==> config.mk <==
export PLATFORM = sky130hd
export DESIGN_NAME = wdt_window_flat
export DESIGN_NICKNAME = d
export VERILOG_FILES = /design/src/rtl/wdt_window_if.sv /design/src/rtl/wdt_window.sv /design/src/flat_wrapper.sv
export SDC_FILE = /design/constraint.sdc
export NUM_CORES = 1
export LEC_CHECK = 0
export ABC_AREA = 1
export BUFFER_PORTS_ARGS = -buffer_cell sky130_fd_sc_hd__buf_2
export CAP_MARGIN = 20
export CORE_MARGIN = 3
export CORE_UTILIZATION = 30
export DETAILED_ROUTE_END_ITERATION = 8
export SKIP_LAST_GASP = 1
export SLEW_MARGIN = 20
export SYNTH_ARGS = -nofsm -noshare
export SYNTH_HDL_FRONTEND = slang
export SYNTH_SLANG_ARGS = --single-unit
==> constraint.sdc <==
create_clock -name i_clk -period 3.8 [get_ports i_clk]
set_input_delay 0.57 -clock i_clk [delete_from_list [all_inputs] [get_ports i_clk]]
set_output_delay 0.57 -clock i_clk [all_outputs]
set_load 0.02 [all_outputs]
==> src/rtl/wdt_window_if.sv <==
// Control and status bundle for the windowed watchdog.
// The master side is firmware or bench logic; the slave side is the watchdog itself.
interface wdt_window_if #(
    parameter int unsigned WIDTH = 24
);
    logic             i_en;
    logic             i_kick;
    logic             i_clr;
    logic             i_cfg_we;
    logic [WIDTH-1:0] i_cfg_timeout;
    logic [WIDTH-1:0] i_cfg_window;
    logic [WIDTH-1:0] i_cfg_warn;
    logic             i_lock;
    logic [WIDTH-1:0] o_count;
    logic             o_warn;
    logic             o_timeout;
    logic             o_early;
    logic             o_reset;
    logic             o_locked;

    modport master (
        output i_en, i_kick, i_clr, i_cfg_we, i_cfg_timeout, i_cfg_window, i_cfg_warn, i_lock,
        input  o_count, o_warn, o_timeout, o_early, o_reset, o_locked
    );

    modport slave (
        input  i_en, i_kick, i_clr, i_cfg_we, i_cfg_timeout, i_cfg_window, i_cfg_warn, i_lock,
        output o_count, o_warn, o_timeout, o_early, o_reset, o_locked
    );
endinterface

==> src/rtl/wdt_window.sv <==
// Windowed watchdog with early-warning threshold, programmable reset pulse and config lock.
// All outputs come straight from registers.
module wdt_window #(
    parameter int unsigned      WIDTH       = 24,
    parameter logic [WIDTH-1:0] DEF_TIMEOUT = WIDTH'(250000),
    parameter logic [WIDTH-1:0] DEF_WINDOW  = {WIDTH{1'b1}},
    parameter logic [WIDTH-1:0] DEF_WARN    = '0,
    parameter int unsigned      RST_CYCLES  = 16
) (
    input  logic        i_clk,
    input  logic        i_resetn,
    wdt_window_if.slave io_wdt
);
    localparam int unsigned RCW = $clog2(RST_CYCLES + 1);

    typedef enum logic [1:0] {StIdle, StRun, StExpire, StHalt} state_e;

    state_e           r_state, w_state_nxt;
    logic [WIDTH-1:0] r_count, w_count_nxt;
    logic [WIDTH-1:0] r_tmo, r_win, r_wrn;
    logic             r_warn, w_warn_nxt;
    logic             r_timeout, w_timeout_nxt;
    logic             r_early, w_early_nxt;
    logic             r_reset, w_reset_nxt;
    logic             r_locked;
    logic [RCW-1:0]   r_rst_cnt, w_rst_cnt_nxt;
    logic             w_en;

    // Once locked the block can no longer be disabled.
    assign w_en = io_wdt.i_en | r_locked;

    always_ff @(posedge i_clk or negedge i_resetn) begin
        if (!i_resetn) begin
            r_state   <= StIdle;
            r_count   <= DEF_TIMEOUT;
            r_tmo     <= DEF_TIMEOUT;
            r_win     <= DEF_WINDOW;
            r_wrn     <= DEF_WARN;
            r_warn    <= 1'b0;
            r_timeout <= 1'b0;
            r_early   <= 1'b0;
            r_reset   <= 1'b0;
            r_locked  <= 1'b0;
            r_rst_cnt <= '0;
        end else begin
            r_state   <= w_state_nxt;
            r_count   <= w_count_nxt;
            r_warn    <= w_warn_nxt;
            r_timeout <= w_timeout_nxt;
            r_early   <= w_early_nxt;
            r_reset   <= w_reset_nxt;
            r_rst_cnt <= w_rst_cnt_nxt;
            r_locked  <= r_locked | io_wdt.i_lock;
            if (io_wdt.i_cfg_we && !r_locked) begin
                r_tmo <= io_wdt.i_cfg_timeout;
                r_win <= io_wdt.i_cfg_window;
                r_wrn <= io_wdt.i_cfg_warn;
            end
        end
    end

    always_comb begin
        w_state_nxt   = r_state;
        w_count_nxt   = r_count;
        w_timeout_nxt = r_timeout;
        w_early_nxt   = r_early;
        w_reset_nxt   = 1'b0;
        w_rst_cnt_nxt = r_rst_cnt;

        case (r_state)
            StIdle: begin
                w_count_nxt   = r_tmo;
                w_timeout_nxt = 1'b0;
                w_early_nxt   = 1'b0;
                w_rst_cnt_nxt = '0;
                if (w_en) w_state_nxt = StRun;
            end
            StRun: begin
                if (!w_en) begin
                    w_state_nxt   = StIdle;
                    w_count_nxt   = r_tmo;
                    w_timeout_nxt = 1'b0;
                    w_early_nxt   = 1'b0;
                end else if (io_wdt.i_kick) begin
                    if (r_count <= r_win) begin
                        w_count_nxt = r_tmo;
                    end else begin
                        w_early_nxt   = 1'b1;
                        w_state_nxt   = StExpire;
                        w_reset_nxt   = 1'b1;
                        w_rst_cnt_nxt = RCW'(1);
                    end
                end else if (r_count == '0) begin
                    w_timeout_nxt = 1'b1;
                    w_state_nxt   = StExpire;
                    w_reset_nxt   = 1'b1;
                    w_rst_cnt_nxt = RCW'(1);
                end else begin
                    w_count_nxt = r_count - WIDTH'(1);
                end
            end
            StExpire: begin
                // r_rst_cnt numbers the pulse cycle currently being driven.
                if (r_rst_cnt == RCW'(RST_CYCLES)) begin
                    w_state_nxt   = StHalt;
                    w_rst_cnt_nxt = '0;
                end else begin
                    w_reset_nxt   = 1'b1;
                    w_rst_cnt_nxt = r_rst_cnt + RCW'(1);
                end
            end
            StHalt: begin
                if (!w_en) begin
                    w_state_nxt   = StIdle;
                    w_count_nxt   = r_tmo;
                    w_timeout_nxt = 1'b0;
                    w_early_nxt   = 1'b0;
                end else if (io_wdt.i_clr) begin
                    w_state_nxt   = StRun;
                    w_count_nxt   = r_tmo;
                    w_timeout_nxt = 1'b0;
                    w_early_nxt   = 1'b0;
                end
            end
            default: begin
                w_state_nxt = StIdle;
                w_count_nxt = r_tmo;
            end
        endcase

        w_warn_nxt = (w_state_nxt == StRun) && (r_wrn != '0) && (w_count_nxt <= r_wrn);
    end

    assign io_wdt.o_count   = r_count;
    assign io_wdt.o_warn    = r_warn;
    assign io_wdt.o_timeout = r_timeout;
    assign io_wdt.o_early   = r_early;
    assign io_wdt.o_reset   = r_reset;
    assign io_wdt.o_locked  = r_locked;
endmodule

==> src/flat_wrapper.sv <==
// flat-port wrapper written by rule: the top's interface ports become plain ports
module wdt_window_flat 
#(
    parameter int unsigned      WIDTH       = 24,
    parameter logic [WIDTH-1:0] DEF_TIMEOUT = WIDTH'(250000),
    parameter logic [WIDTH-1:0] DEF_WINDOW  = {WIDTH{1'b1}},
    parameter logic [WIDTH-1:0] DEF_WARN    = '0,
    parameter int unsigned      RST_CYCLES  = 16
)
  (i_clk, i_resetn, io_wdt_i_en, io_wdt_i_kick, io_wdt_i_clr, io_wdt_i_cfg_we, io_wdt_i_cfg_timeout, io_wdt_i_cfg_window, io_wdt_i_cfg_warn, io_wdt_i_lock, io_wdt_o_count, io_wdt_o_warn, io_wdt_o_timeout, io_wdt_o_early, io_wdt_o_reset, io_wdt_o_locked);
  wdt_window_if #(.WIDTH(WIDTH)) io_wdt_i ();
  input  logic i_clk;
  input  logic i_resetn;
  input wire logic [$bits(io_wdt_i.i_en)-1:0] io_wdt_i_en;
  input wire logic [$bits(io_wdt_i.i_kick)-1:0] io_wdt_i_kick;
  input wire logic [$bits(io_wdt_i.i_clr)-1:0] io_wdt_i_clr;
  input wire logic [$bits(io_wdt_i.i_cfg_we)-1:0] io_wdt_i_cfg_we;
  input wire logic [$bits(io_wdt_i.i_cfg_timeout)-1:0] io_wdt_i_cfg_timeout;
  input wire logic [$bits(io_wdt_i.i_cfg_window)-1:0] io_wdt_i_cfg_window;
  input wire logic [$bits(io_wdt_i.i_cfg_warn)-1:0] io_wdt_i_cfg_warn;
  input wire logic [$bits(io_wdt_i.i_lock)-1:0] io_wdt_i_lock;
  output wire logic [$bits(io_wdt_i.o_count)-1:0] io_wdt_o_count;
  output wire logic [$bits(io_wdt_i.o_warn)-1:0] io_wdt_o_warn;
  output wire logic [$bits(io_wdt_i.o_timeout)-1:0] io_wdt_o_timeout;
  output wire logic [$bits(io_wdt_i.o_early)-1:0] io_wdt_o_early;
  output wire logic [$bits(io_wdt_i.o_reset)-1:0] io_wdt_o_reset;
  output wire logic [$bits(io_wdt_i.o_locked)-1:0] io_wdt_o_locked;
  assign io_wdt_i.i_en = io_wdt_i_en;
  assign io_wdt_i.i_kick = io_wdt_i_kick;
  assign io_wdt_i.i_clr = io_wdt_i_clr;
  assign io_wdt_i.i_cfg_we = io_wdt_i_cfg_we;
  assign io_wdt_i.i_cfg_timeout = io_wdt_i_cfg_timeout;
  assign io_wdt_i.i_cfg_window = io_wdt_i_cfg_window;
  assign io_wdt_i.i_cfg_warn = io_wdt_i_cfg_warn;
  assign io_wdt_i.i_lock = io_wdt_i_lock;
  assign io_wdt_o_count = io_wdt_i.o_count;
  assign io_wdt_o_warn = io_wdt_i.o_warn;
  assign io_wdt_o_timeout = io_wdt_i.o_timeout;
  assign io_wdt_o_early = io_wdt_i.o_early;
  assign io_wdt_o_reset = io_wdt_i.o_reset;
  assign io_wdt_o_locked = io_wdt_i.o_locked;
  wdt_window #(.WIDTH(WIDTH), .DEF_TIMEOUT(DEF_TIMEOUT), .DEF_WINDOW(DEF_WINDOW), .DEF_WARN(DEF_WARN), .RST_CYCLES(RST_CYCLES)) u_core (.i_clk(i_clk), .i_resetn(i_resetn), .io_wdt(io_wdt_i));
endmodule
==> impl_metrics.prom <==
# TYPE chip_impl_metric gauge
chip_impl_metric{name="first_global_vias",unit=""} 6441
chip_impl_metric{name="clock-skew-final",unit="ns"} 0.0117
chip_impl_metric{name="grt_usage",unit=""} 0.168
chip_impl_metric{name="timing.critical_path.slowest_cell_delay",unit="ns"} 0.52
chip_impl_metric{name="timing.final.setup_violations",unit=""} 0
chip_impl_metric{name="clock_insertion_delay_worst_skew",unit="ns"} 0.37
chip_impl_metric{name="first_iter_violations",unit=""} 452
chip_impl_metric{name="clock.fmax",unit="GHz"} 0.280
chip_impl_info{name="yosysTopAreaCell",value="sky130_fd_sc_hd__dfrtp_1"} 1
chip_impl_info{name="cts_tree",value="built"} 1
chip_impl_metric{name="power.leakage",unit="nW"} 4.46
chip_impl_info{name="critical_path.slowest_cell",value="sky130_fd_sc_hd__dfstp_2"} 1
chip_impl_metric{name="diodes",unit=""} 0
chip_impl_metric{name="syn-mean-instance-area",unit="um2"} 8.05
chip_impl_metric{name="synthesis.instances",unit=""} 895
chip_impl_metric{name="finalHoldViolations",unit=""} 0
chip_impl_metric{name="max_slew_headroom",unit=""} 0.392
chip_impl_info{name="worstSetupEndpointType",value="flip-flop"} 1
chip_impl_metric{name="vias",unit=""} 6640
chip_impl_metric{name="floorplan.initialDensity",unit=""} 0.306
chip_impl_metric{name="dp_hpwl",unit="mm"} 16.6
chip_impl_metric{name="fill_cells",unit=""} 2472
chip_impl_metric{name="cts.sinks",unit=""} 108
chip_impl_metric{name="max_slew_violations",unit=""} 0
chip_impl_metric{name="worst_ep_arrival_time",unit="ns"} 3.87
chip_impl_metric{name="core",unit="mm2"} 0.0235
chip_impl_metric{name="number_of_nets_with_antenna_violations_after_routing",unit=""} 0
chip_impl_metric{name="ctsLongestPathBuffers",unit=""} 2
chip_impl_info{name="worstPathCellList",value="inv_1 > ha_1 > a21oi_2 > o21ai_0 > a21oi_2 > nand3_4 > nand2_8 > nand2_1 > nand3_1 > nand3_1 > a21oi_1 > ha_1 > a21oi_1 > o21ai_0 > a21oi_1 > nand3_1 > nand2_1 > nand2_2 > nand3b_1 > nor2_1"} 1
chip_impl_metric{name="synth_enable_flop_cells",unit=""} 0
chip_impl_metric{name="finalWirelength",unit="mm"} 22.1
chip_impl_metric{name="cts-buffers-inserted",unit=""} 9
chip_impl_info{name="timing.rr.start",value="u_core.r_win[23]"} 1
chip_impl_metric{name="drc_errors",unit=""} 0
chip_impl_metric{name="seq_area",unit="mm2"} 0.00275
chip_impl_metric{name="grt_antenna_before_repair",unit=""} 0
chip_impl_metric{name="die-height",unit="um"} 161
chip_impl_metric{name="synthesis_stage_register_bit_count",unit=""} 108
chip_impl_metric{name="proportion_of_layout_cells_with_a_drive_suffix_above_1",unit=""} 0.309
chip_impl_metric{name="timing.setup.tns",unit="ns"} 0
chip_impl_metric{name="pre_cts_slack",unit="ns"} 0.152
chip_impl_info{name="synth_area_leaders",value="sky130_fd_sc_hd__dfrtp_1 (24%), sky130_fd_sc_hd__dfstp_2 (14%), sky130_fd_sc_hd__ha_1 (9.7%), sky130_fd_sc_hd__nor2_1 (6.8%), sky130_fd_sc_hd__nand3_1 (6.7%)"} 1
chip_impl_metric{name="worst-r2r-cell-count",unit=""} 20
chip_impl_metric{name="clock_transition_at_the_registers_of_the_reported_paths",unit="ns"} 0.08
chip_impl_metric{name="hold_ws",unit="ns"} 0.337
chip_impl_metric{name="async_reset_ff_frac",unit=""} 1.00
chip_impl_metric{name="post_syn_nets",unit=""} 1030
chip_impl_metric{name="seq_area_frac_synth",unit=""} 0.382
chip_impl_info{name="hp-class",value="in -> async"} 1
chip_impl_metric{name="flow.area_growth_from_synthesis",unit="%"} 24.5
chip_impl_info{name="kind_of_start_point_of_the_critical_path",value="flip-flop"} 1
chip_impl_metric{name="timing.final.ws_setup",unit="ns"} 0.234
chip_impl_info{name="crit_family",value="compound AO/OA/AOI/OAI gates"} 1
chip_impl_info{name="synth-main-ff-cell",value="sky130_fd_sc_hd__dfrtp_1"} 1
chip_impl_metric{name="multiInputGateArea",unit="mm2"} 0.00413
chip_impl_metric{name="cp.buffers_inverters",unit=""} 1
chip_impl_metric{name="floorplan.rows",unit=""} 56
chip_impl_metric{name="critPathMaxFanout",unit=""} 6
chip_impl_metric{name="timing.final.crit_share",unit=""} 0.939
chip_impl_metric{name="synth_cell_type_count",unit=""} 47
chip_impl_metric{name="post-synth-top-area-fraction",unit=""} 0.243
chip_impl_metric{name="top_level_ports",unit=""} 108
chip_impl_metric{name="mappedNetlistArea",unit="mm2"} 0.00721
chip_impl_metric{name="final_util",unit=""} 0.381
chip_impl_metric{name="synth.yosys.warnings",unit=""} 0
chip_impl_info{name="final_cell_mix",value="sky130_fd_sc_hd__nor2_1 (127), sky130_fd_sc_hd__nand2_1 (110), sky130_fd_sc_hd__buf_2 (106)"} 1
chip_impl_metric{name="globalplace.congestion",unit=""} 0.894
chip_impl_metric{name="reg2reg_slack",unit="ns"} 0.23
chip_impl_metric{name="min_period",unit="ns"} 3.57
chip_impl_info{name="cts.root.buffer_cell",value="sky130_fd_sc_hd__clkbuf_16"} 1
chip_impl_metric{name="grt_pass1_wl",unit="mm"} 34.7
chip_impl_metric{name="cts.htree.levels",unit=""} 3
chip_impl_info{name="status",value="finished clean"} 1
chip_impl_metric{name="slew_at_the_pin_closest_to_its_max_slew_limit",unit="ns"} 0.912
chip_impl_metric{name="power_per_cell_area",unit="mW/mm2"} 667
chip_impl_metric{name="drv.max_cap_violation_count",unit=""} 0
chip_impl_metric{name="grt.overflow.total",unit=""} 0
chip_impl_metric{name="vias_per_cell",unit=""} 4.88
chip_impl_metric{name="ctsHoldBuffers",unit=""} 0
chip_impl_info{name="worst_r2r_endpoint",value="u_core.io_wdt.o_warn"} 1
chip_impl_metric{name="worst-endpoint-required",unit="ns"} 4.10
chip_impl_metric{name="die_footprint",unit="mm2"} 0.0259
chip_impl_info{name="layout.cells.most_common",value="sky130_fd_sc_hd__nor2_1"} 1
chip_impl_metric{name="finalNetCount",unit=""} 1171
chip_impl_metric{name="routedWlPerCell",unit="um"} 16.2
chip_impl_metric{name="die-width",unit="um"} 161
chip_impl_metric{name="worst_ir_drop_vdd",unit="mV"} 0.288
chip_impl_metric{name="grt_start_max_net_pins",unit=""} 70
chip_impl_info{name="worst-setup-path-type",value="reg -> reg"} 1
chip_impl_metric{name="port-buffer-count",unit=""} 107
chip_impl_metric{name="power",unit="mW"} 5.98
chip_impl_metric{name="detail_route.first_pass.iterations",unit=""} 5
synthesized netlist by cell type (10+ instances only):
library cell,number
sky130_fd_sc_hd__dfrtp_1,70
sky130_fd_sc_hd__inv_1,83
sky130_fd_sc_hd__o21ai_0,10
sky130_fd_sc_hd__nor2_1,131
sky130_fd_sc_hd__nand2_1,117
sky130_fd_sc_hd__nand3_1,96
sky130_fd_sc_hd__a21oi_1,95
sky130_fd_sc_hd__ha_1,56
sky130_fd_sc_hd__xor2_1,15
sky130_fd_sc_hd__o21ai_1,15
sky130_fd_sc_hd__mux2_2,26
sky130_fd_sc_hd__dfstp_2,38
sky130_fd_sc_hd__a221oi_1,24
sky130_fd_sc_hd__clkbuf_1,17
timing repair:
item | 4_1_cts | 5_1_grt
buffers inserted | 0 | 12
endpoints found under the hold margin | 0 | 0
endpoints found under the setup margin | 0 | 1
resized for setup | 0 | 40
logic make-up (layout without fill, tap and decap cells):
| group | Yosys count | count (layout) | share of synthesized area |
|---|---|---|---|
| AND/OR/NAND/NOR | 399 | 401 | 0.252 |
| buffers and inverters | 127 | 271 | 0.0726 |
| multiplexers | 26 | 26 | 0.0406 |
| AO/OA/AOI/OAI | 162 | 162 | 0.135 |
| XOR/XNOR | 17 | 17 | 0.0207 |
| adder cells (fa/ha/maj) | 56 | 56 | 0.0972 |
| flip-flops | 108 | 108 | 0.382 |
power by group:
group          switching [mW]  total [mW]  leakage [nW]  internal [mW]
Combinational            2.15        3.43          3.09           1.28
Sequential              0.193        1.61          1.23           1.42
Clock                   0.482       0.945         0.141          0.463
stage by stage:
stage,cells,instance area (um2)
after floorplan,895,7210
after global placement,1327,8290
after detailed placement,1327,8290
after CTS,1343,8580
after global routing,1360,8970
final,1360,8970
area by class of cell:
cell class,count,share of cell area
multi-input cells,662,0.460
flip-flops and latches,108,0.307
repair buffers,163,0.118
well taps,319,0.0445
inverters,92,0.0386
clock buffers,9,0.0251
clock inverters,7,0.00725
worst max path at each step:
stage,endpoint,startpoint,depth (start not counted)
2_1_floorplan,u_core.io_wdt.o_warn,u_core.io_wdt.o_count[19],23
3_3_place_gp,u_core.io_wdt.o_warn,u_core.r_win[23],25
3_5_place_dp,u_core.io_wdt.o_warn,u_core.r_win[21],25
4_1_cts,u_core.io_wdt.o_warn,u_core.r_win[17],27
5_1_grt,u_core.io_wdt.o_warn,u_core.r_win[23],23
6_report,u_core.io_wdt.o_warn,u_core.r_win[23],20
metal layers:
layer  track usage  vias to the layer above  part of all wire
met5             0                        -                 0
met4        0.0438                        0             0.018
met3        0.0354                       24             0.075
met2         0.249                      243              0.43
met1         0.248                     3053              0.48
li1              -                     3320                 -
sequential cells by signal, indices dropped and copies added (netlist names):
| register | cells |
|---|---|
| u_core.io_wdt.o_count | 24 |
| u_core.r_tmo | 24 |
| u_core.io_wdt.o_locked | 1 |
| u_core.io_wdt.o_timeout | 1 |
| u_core.r_rst_cnt | 5 |
| u_core.io_wdt.o_warn | 1 |
| u_core.r_win | 24 |
| u_core.r_state | 2 |
| u_core.io_wdt.o_early | 1 |
| u_core.r_wrn | 24 |
| u_core.io_wdt.o_reset | 1 |
worst reg2reg max path, delay by kind of cell (launching register included):
family	cells	cell delay (ns)
buf+inv	1	0.05
compound gates	7	1.23
fa+ha+maj	2	0.65
flops	1	0.52
simple gates	10	1.05
No activity file was read; power rests on OpenSTA's default activity.
